===== src/rtl/rom_streamer.sv =====
// Streams a burst of consecutive ROM words (synchronous-read ROM, one-cycle latency)
// through a 2-entry output buffer with valid/ready handshake.
module rom_streamer #(
  parameter int WIDTH = 8,
  parameter int DEPTH = 16,
  localparam int LOG_DEPTH = $clog2(DEPTH)
) (
  input  logic                 clk,
  input  logic                 rst_n,
  input  logic                 start,
  input  logic [LOG_DEPTH-1:0] start_addr,
  input  logic [LOG_DEPTH:0]   length,
  output logic                 busy,
  output logic                 done,
  output logic [LOG_DEPTH-1:0] address,
  input  logic [WIDTH-1:0]     rom_data,
  output logic [WIDTH-1:0]     out_data,
  output logic                 out_valid,
  input  logic                 out_ready
);

  typedef enum logic [1:0] {
    IDLE  = 2'd0,
    RUN   = 2'd1,
    DRAIN = 2'd2
  } state_t;

  state_t               state_r;
  logic                 busy_r;
  logic                 done_r;
  logic [LOG_DEPTH-1:0] address_r;
  logic [LOG_DEPTH:0]   remaining_r;
  logic                 inflight_r;
  logic [1:0]           count_r;
  logic                 valid_r;
  logic [WIDTH-1:0]     head_r;
  logic [WIDTH-1:0]     tail_r;

  logic                 pop_s;
  logic [2:0]           occ_s;
  logic                 issue_s;
  logic [1:0]           count_nx_s;
  logic [LOG_DEPTH-1:0] addr_inc_s;

  assign busy      = busy_r;
  assign done      = done_r;
  assign address   = address_r;
  assign out_data  = head_r;
  assign out_valid = valid_r;

  // Slot accounting: a word leaving this cycle frees its slot for a new issue.
  always_comb begin
    pop_s      = valid_r & out_ready;
    occ_s      = {1'b0, count_r} + {2'b00, inflight_r} - {2'b00, pop_s};
    count_nx_s = count_r + {1'b0, inflight_r} - {1'b0, pop_s};
    if ((state_r == RUN) && (occ_s < 3'd2)) begin
      issue_s = 1'b1;
    end else begin
      issue_s = 1'b0;
    end
    if (address_r == LOG_DEPTH'(DEPTH - 1)) begin
      addr_inc_s = '0;
    end else begin
      addr_inc_s = address_r + LOG_DEPTH'(1);
    end
  end

  // Control FSM, read issue and the two-entry output buffer (head_r is the oldest word).
  always_ff @(posedge clk or negedge rst_n) begin
    if (!rst_n) begin
      state_r     <= IDLE;
      busy_r      <= 1'b0;
      done_r      <= 1'b0;
      address_r   <= '0;
      remaining_r <= '0;
      inflight_r  <= 1'b0;
      count_r     <= 2'd0;
      valid_r     <= 1'b0;
      head_r      <= '0;
      tail_r      <= '0;
    end else begin
      done_r <= 1'b0;

      // The word issued last cycle is on rom_data now and is pushed unconditionally.
      case ({inflight_r, pop_s})
        2'b10: begin
          if (count_r == 2'd0) begin
            head_r <= rom_data;
          end else begin
            tail_r <= rom_data;
          end
        end
        2'b01: head_r <= tail_r;
        2'b11: begin
          if (count_r == 2'd1) begin
            head_r <= rom_data;
          end else begin
            head_r <= tail_r;
            tail_r <= rom_data;
          end
        end
        default: begin
        end
      endcase
      count_r    <= count_nx_s;
      valid_r    <= (count_nx_s != 2'd0);
      inflight_r <= issue_s;

      case (state_r)
        IDLE: begin
          if (start) begin
            if (length != '0) begin
              address_r   <= start_addr;
              remaining_r <= length;
              state_r     <= RUN;
              busy_r      <= 1'b1;
            end else begin
              done_r <= 1'b1;
            end
          end
        end
        RUN: begin
          if (issue_s) begin
            address_r   <= addr_inc_s;
            remaining_r <= remaining_r - (LOG_DEPTH + 1)'(1);
            if (remaining_r == (LOG_DEPTH + 1)'(1)) begin
              state_r <= DRAIN;
            end
          end
        end
        DRAIN: begin
          // Buffer becomes empty with nothing in flight: done lands in the following cycle.
          if (occ_s == 3'd0) begin
            state_r <= IDLE;
            busy_r  <= 1'b0;
            done_r  <= 1'b1;
          end
        end
        default: begin
          state_r <= IDLE;
          busy_r  <= 1'b0;
        end
      endcase
    end
  end

endmodule

===== config.mk =====
export PLATFORM = sky130hd
export DESIGN_NAME = rom_streamer
export DESIGN_NICKNAME = d
export VERILOG_FILES = /design/src/rtl/rom_streamer.sv
export SDC_FILE = /design/constraint.sdc
export NUM_CORES = 1
export LEC_CHECK = 0
export ABC_AREA = 1
export BUFFER_PORTS_ARGS = -buffer_cell sky130_fd_sc_hd__buf_2
export CORE_MARGIN = 3
export CORE_UTILIZATION = 39
export CTS_BUF_LIST = sky130_fd_sc_hd__clkbuf_4 sky130_fd_sc_hd__clkbuf_8
export DETAILED_ROUTE_END_ITERATION = 12
export PLACE_DENSITY = 0.6
export SYNTH_ARGS = -nofsm -noshare
export SYNTH_HDL_FRONTEND = slang
export SYNTH_SLANG_ARGS = --single-unit

===== constraint.sdc =====
create_clock -name clk -period 4 [get_ports clk]
set_input_delay 0.4 -clock clk [delete_from_list [all_inputs] [get_ports clk]]
set_output_delay 0.4 -clock clk [all_outputs]
set_load 0.005 [all_outputs]

==> run metrics, run 1 <==
initial DRC count 94; Fin Setup TNS 0 ns; Die H 72.8 µm; vias per cell 4.96; nets 287; Final setup viols 0; register bit total from synthesis 33; Mapped Cells 224; pre-CTS setup slack about 1.6 ns; Clock Sinks 33; top cells by area, synth dfrtp_1 (47%), nand2_1 (17%), o21ai_0 (9.2%), inv_1 (5.6%), ha_1 (2.9%); max-cap violations 0; global-route wire length before repair 6.16 mm; Diodes inserted 0; synth-to-layout area growth 18.6%; critical register-to-register path startpoint out_valid; clock-pin slew on the worst setup and hold paths 0.07 ns; RePlAce Congestion 0.738; CTS root buffer clkbuf_8; initial antenna violation count 0; Primary FF master, synth dfrtp_1; die area 5300 µm²; Syn Area/Cell 7.76 µm²; GRT Overall Usage 14.9%; CTS Buf Count 5; vias in the first global route about 1400; status completed; Initial Util 42.0%; DIE WIDTH 72.8 µm; WP data arrival 2.42 ns; total grt overflow 0; Post-Syn Nets 250; largest net degree at the start of global routing 34; Lkg Pwr 0.00114 µW; area of the multi-input gates between 700 and 800 µm²; Slew HR between 40% and 50%; fill cell count 424; Sequential Area 826 µm²; final wirelength 3.58 mm; core area 4140 µm²; top-count cell post-synth nand2_1; CTS H-tree lvls 2; postcts setup bufs 0; asr flop ratio synth 100%; pwr dens 828 nW/µm²; CP startpoint out_valid; commonest cells in the netlist nand2_1 (77), dfrtp_1 (33), o21ai_0 (32); Max FO, Critical Path 15; CP Class reg -> reg; cells along the critical path nand2_1, inv_1, nand2_1, nand2_1, ha_1, fa_1, inv_1, nand3_2, nand2_2, nand2_2, nor2_4, o21ai_0; CTS Buffer Depth 2; CP endpoint kind flop; Tcrit/Tclk final 56.7%; synthesized cell area 1740 µm²; M1 GR Usage roughly a fifth; EDFF count, synth 0; Vias roughly 1500; Req. time, crit path 4.15 ns; worst r2r path cells 12; hold buffers post-CTS 0; Top Usage Layer GRT met2; hpwl dp 2.56 mm; CP peak stage delay approximately 0.50 ns; Skew-Pair Late Insertion Delay 0.28 ns; top cell type's share of synthesized area 47.5%; Synth area leader dfrtp_1; PnR worst setup slack 1.73 ns; drc violations 0; fraction of layout cells with a size suffix above 1 20.6%; Top cell by count, worst path nand2_1; Slowest cell on crit path fa_1; non-filler cells, final around 310; detailed-route wire length per cell approximately 11 µm; Pre-antenna DRT Iters 4; post-layout min period 2.27 ns; met2 usage 23.2%; fmax 0.441 GHz; Final Hold Vio Count 0; fin. max-slew vios 0; Routed Antenna Nets 0; RSZ-0062 raised after global routing no; GRT met3 Usage 3.58%; Tightest Pin Transition 0.761 ns; Yosys cell types 22; maximum vdd drop 0.000316 V; type of origin of the critical path flop; clk_skew 0.00506 ns; Site Rows 23; R2R Path End remaining_r[1]; placed cells 304; IO Count 36; post-CTS resize count 0; IO Port Bufs 35; Reg2Reg Setup Slack 1.73 ns; register area share after synthesis 47.5%; yosys warns 0; Min-Delay Path Class in -> async; CTS tree done
[flip-flops by register name (all words and copies together), names as in the netlist, 2 cells and up]
| signal | flops |
|---|---|
| out_data | 8 |
| tail_r | 8 |
| remaining_r | 5 |
| count_r | 2 |
| address | 4 |
| state_r | 2 |
[kinds of logic after synthesis]
kind of cell,synth area share (%)
compound gates,14.2
buf+inv,8.20
flops,47.5
fa+ha+maj,4.03
simple gates,25.5
xor+xnor,0.504
[per-layer routing]
| metal | part of all wire [%] | vias to the layer above | wire, µm |
|---|---|---|---|
| met2 | 43 | 43 | 1540 |
| met4 | 1.1 | 0 | 38 |
| met5 | 0 | - | 0 |
| li1 | - | 793 | - |
| met3 | 6.3 | 6 | 224 |
| met1 | 50 | 705 | 1780 |
[how the worst max path moves through the flow]
stage | to | slack [ns] | depth (start not counted)
CTS | remaining_r[0] | 1.71 | 12
finish | remaining_r[1] | 1.73 | 12
floorplan | remaining_r[2] | 1.89 | 13
global placement | remaining_r[1] | 1.66 | 13
detailed placement | remaining_r[4] | 1.57 | 13
global route | address[0] | 1.45 | 13
[report_power, final]
part           switching (µW)  total [µW]  internal, µW
combinational             499         789           290
sequential               95.4         589           494
clock                     120         329           210
[cell usage in the layout (no fill, tap or decap), drive strengths merged]
master  count
ha          4
nand4       4
xnor2       1
dfrtp      33
o21ai      36
bufinv      1
inv        29
a21oi       9
o31ai       1
nor2       10
buf        35
nand2      79
clkbuf      7
nand3      11
fa          1
o211ai      1
[per-stage QoR]
stage,utilization [%],hold slack (ns),instance area [µm²],power [µW]
after global placement,46.9,0.459,1940,1380
after CTS,49.8,0.206,2060,1730
final,49.8,0.190,2060,1710
after floorplan,-,0.104,1740,1200
after global routing,49.8,0.241,2060,1900
after detailed placement,46.9,0.461,1940,1390
[worst max-delay path, delay by kind of cell, from the launching register on]
| family | cells | cell delay (ns) |
|---|---|---|
| fa+ha+maj | 2 | 0.71 |
| simple gates | 7 | 0.77 |
| flops | 1 | 0.37 |
| buf+inv | 2 | 0.17 |
| compound gates | 1 | 0.13 |
[final cells by class]
class,count,share of cell area (%)
Clock inverter,1,1.46
Tap cell,50,3.03
Inverter,29,5.28
Timing Repair Buffer,35,8.49
Sequential cell,33,40.0
Clock buffer,7,4.37
Multi-Input combinational cell,157,37.4
Power figures use the tool's default switching activity.
==> inputs of run 2 (changes only) <==
==> constraint.sdc (replaced) <==
create_clock -name clk -period 2.1 [get_ports clk]
set_input_delay 0.21 -clock clk [delete_from_list [all_inputs] [get_ports clk]]
set_output_delay 0.21 -clock clk [all_outputs]
set_load 0.005 [all_outputs]
==> run 2 against run 1 <==
- the run now ends with hold timing left
- worst hold slack worse by 0.21 ns
- routed wire length is 11% higher
- clock power is 94% higher
- critical path type unchanged
- largest power group unchanged
==> run metrics, run 2 (same netlist as run 1, synthesis figures left out) <==
CTS tree done; Sequential Area approximately 830 µm²; WP data arrival around 2.2 ns; CTS H-tree lvls 2; vias per cell 4.77; fin. max-slew vios 0; clk_skew 0.00685 ns; Pre-antenna DRT Iters 4; Clock Sinks 33; final wirelength 3.98 mm; Final Hold Vio Count 33; Tcrit/Tclk final 95.9%; max-cap violations 0; CTS root buffer clkbuf_8; detailed-route wire length per cell 12.0 µm; Routed Antenna Nets 0; Die H 72.8 µm; synth-to-layout area growth 34.3%; Final setup viols 0; Diodes inserted 0; Hold WS -0.0208 ns; CTS Buffer Depth 2; placed cells 310; hpwl dp 2.45 mm; Min-Delay Path Class in -> async; CP Class reg -> reg; Req. time, crit path 2.28 ns; Lkg Pwr 0.00126 µW; CP endpoint kind flop; GRT Overall Usage 15.8%; drc violations 0; Skew-Pair Late Insertion Delay between 0.2 and 0.3 ns; area of the multi-input gates 881 µm²; vias in the first global route 1465; type of origin of the critical path flop; nets 307; commonest non-fill, non-tap cells in the layout nand2_1 (63), buf_2 (35), dfrtp_1 (33); Tot Pwr 3970 µW; fill cell count 397; IO Port Bufs 35; Tightest Pin Transition roughly 0.74 ns; initial DRC count 98; clock-pin slew on the worst setup and hold paths around 0.070 ns; status finished, violations left; global-route wire length before repair 6.50 mm; CTS Buf Count 5; core area 4140 µm²; initial antenna violation count 0; post-layout min period between 2 and 2.5 ns; Initial Util 42.0%; die area 5300 µm²; total grt overflow 0; pwr dens 1700 nW/µm²; RePlAce Congestion 0.776; Vias 1585; Site Rows 23; Slew HR 50.4%; failing checks hold timing; IO Count 36; fmax 0.497 GHz; fraction of layout cells with a size suffix above 1 34.8%; maximum vdd drop 0.000830 V; largest net degree at the start of global routing 34; Max FO, Critical Path 3; non-filler cells, final roughly 330; hold buffers post-CTS 0; RSZ-0062 raised after global routing yes; commonest non-fill, non-tap cell in the layout nand2_1; Fin Setup TNS 0 ns; DIE WIDTH 72.8 µm
[run 2: changes by cell type in the layout (fill, tap and decap cells not counted), moves of 3 or more]
| cell | before | now |
|---|---|---|
| buf_4 | 0 | 17 |
| nand2_1 | 77 | 63 |
| nand2_2 | 2 | 12 |
| o21ai_0 | 32 | 24 |
| o21ai_1 | 2 | 8 |
| nand2_4 | 0 | 4 |
| inv_1 | 26 | 23 |
| inv_2 | 3 | 6 |
[run 2: cell type report]
cell class / instances / area share (%)
flip-flops and latches: 33 / 35.4
clock buffers: 7 / 3.86
inverters: 29 / 4.66
repair buffers: 54 / 14.5
well taps: 50 / 2.68
multi-input cells: 158 / 37.7
clock inverters: 1 / 1.29
[run 2: layer usage]
metal	up-vias	part of all wire [%]	track usage, %
li1	831	-	-
met1	713	45	19.8
met2	35	49	26.1
met3	6	5.3	4.82
met4	0	1.1	4.92
met5	-	0	0
[run 2: metrics by stage]
step                      cell area, µm²  util [%]  worst slack [ns]
after global routing                2340      56.4           -0.0586
final                               2340      56.4            0.0860
after CTS                           2300      55.6           -0.0125
after floorplan                     1740         -           0.00700
after global placement              2000      48.3            0.0177
after detailed placement            2000      48.3           -0.0478
[run 2: power by group]
group / internal, µW / switching [µW] / total (µW) / leakage (µW)
Clock: 400 / 237 / 637 / 0.0000619
Combinational: 975 / 1230 / 2200 / 0.000792
Sequential: 941 / 188 / 1130 / 0.000407
Total: 2320 / 1650 / 3970 / 0.00126
[run 2: path summary, 6_finish.rpt]
| kind | depth (start not counted) | slack (ns) | endpoint | start |
|---|---|---|---|---|
| hold reg to reg | 2 | 0.47 | out_data[3] | out_data[3] |
| min in group clk | 3 | 0.20 | tail_r[1] | rom_data[1] |
| hold / removal | 1 | -0.02 | out_data[1] | rst_n |
| setup / recovery | 13 | 0.09 | address[2] | out_valid |
| setup reg to reg | 13 | 0.09 | address[2] | out_valid |
| max in group asynchronous | 1 | 1.64 | busy | rst_n |
[run 2: repair_timing]
| item | 4_1_cts | 5_1_grt |
|---|---|---|
| pin swaps | 10 | 9 |
| setup endpoints to repair | 10 | 19 |
| gates cloned | 1 | 1 |
| gates resized for setup | 25 | 16 |
| buffers inserted | 12 | 2 |
[run 2: worst max-delay path, cell delays in order (launching register included)]
cell	delay, ns
dfrtp_1	0.39
nand2_2	0.09
inv_2	0.05
nand2_4	0.06
nand2_4	0.05
ha_4	0.15
fa_2	0.43
inv_2	0.07
nand3_2	0.07
nand2_2	0.08
buf_4	0.11
nand4_1	0.17
nand2_1	0.12
nand2_1	0.05
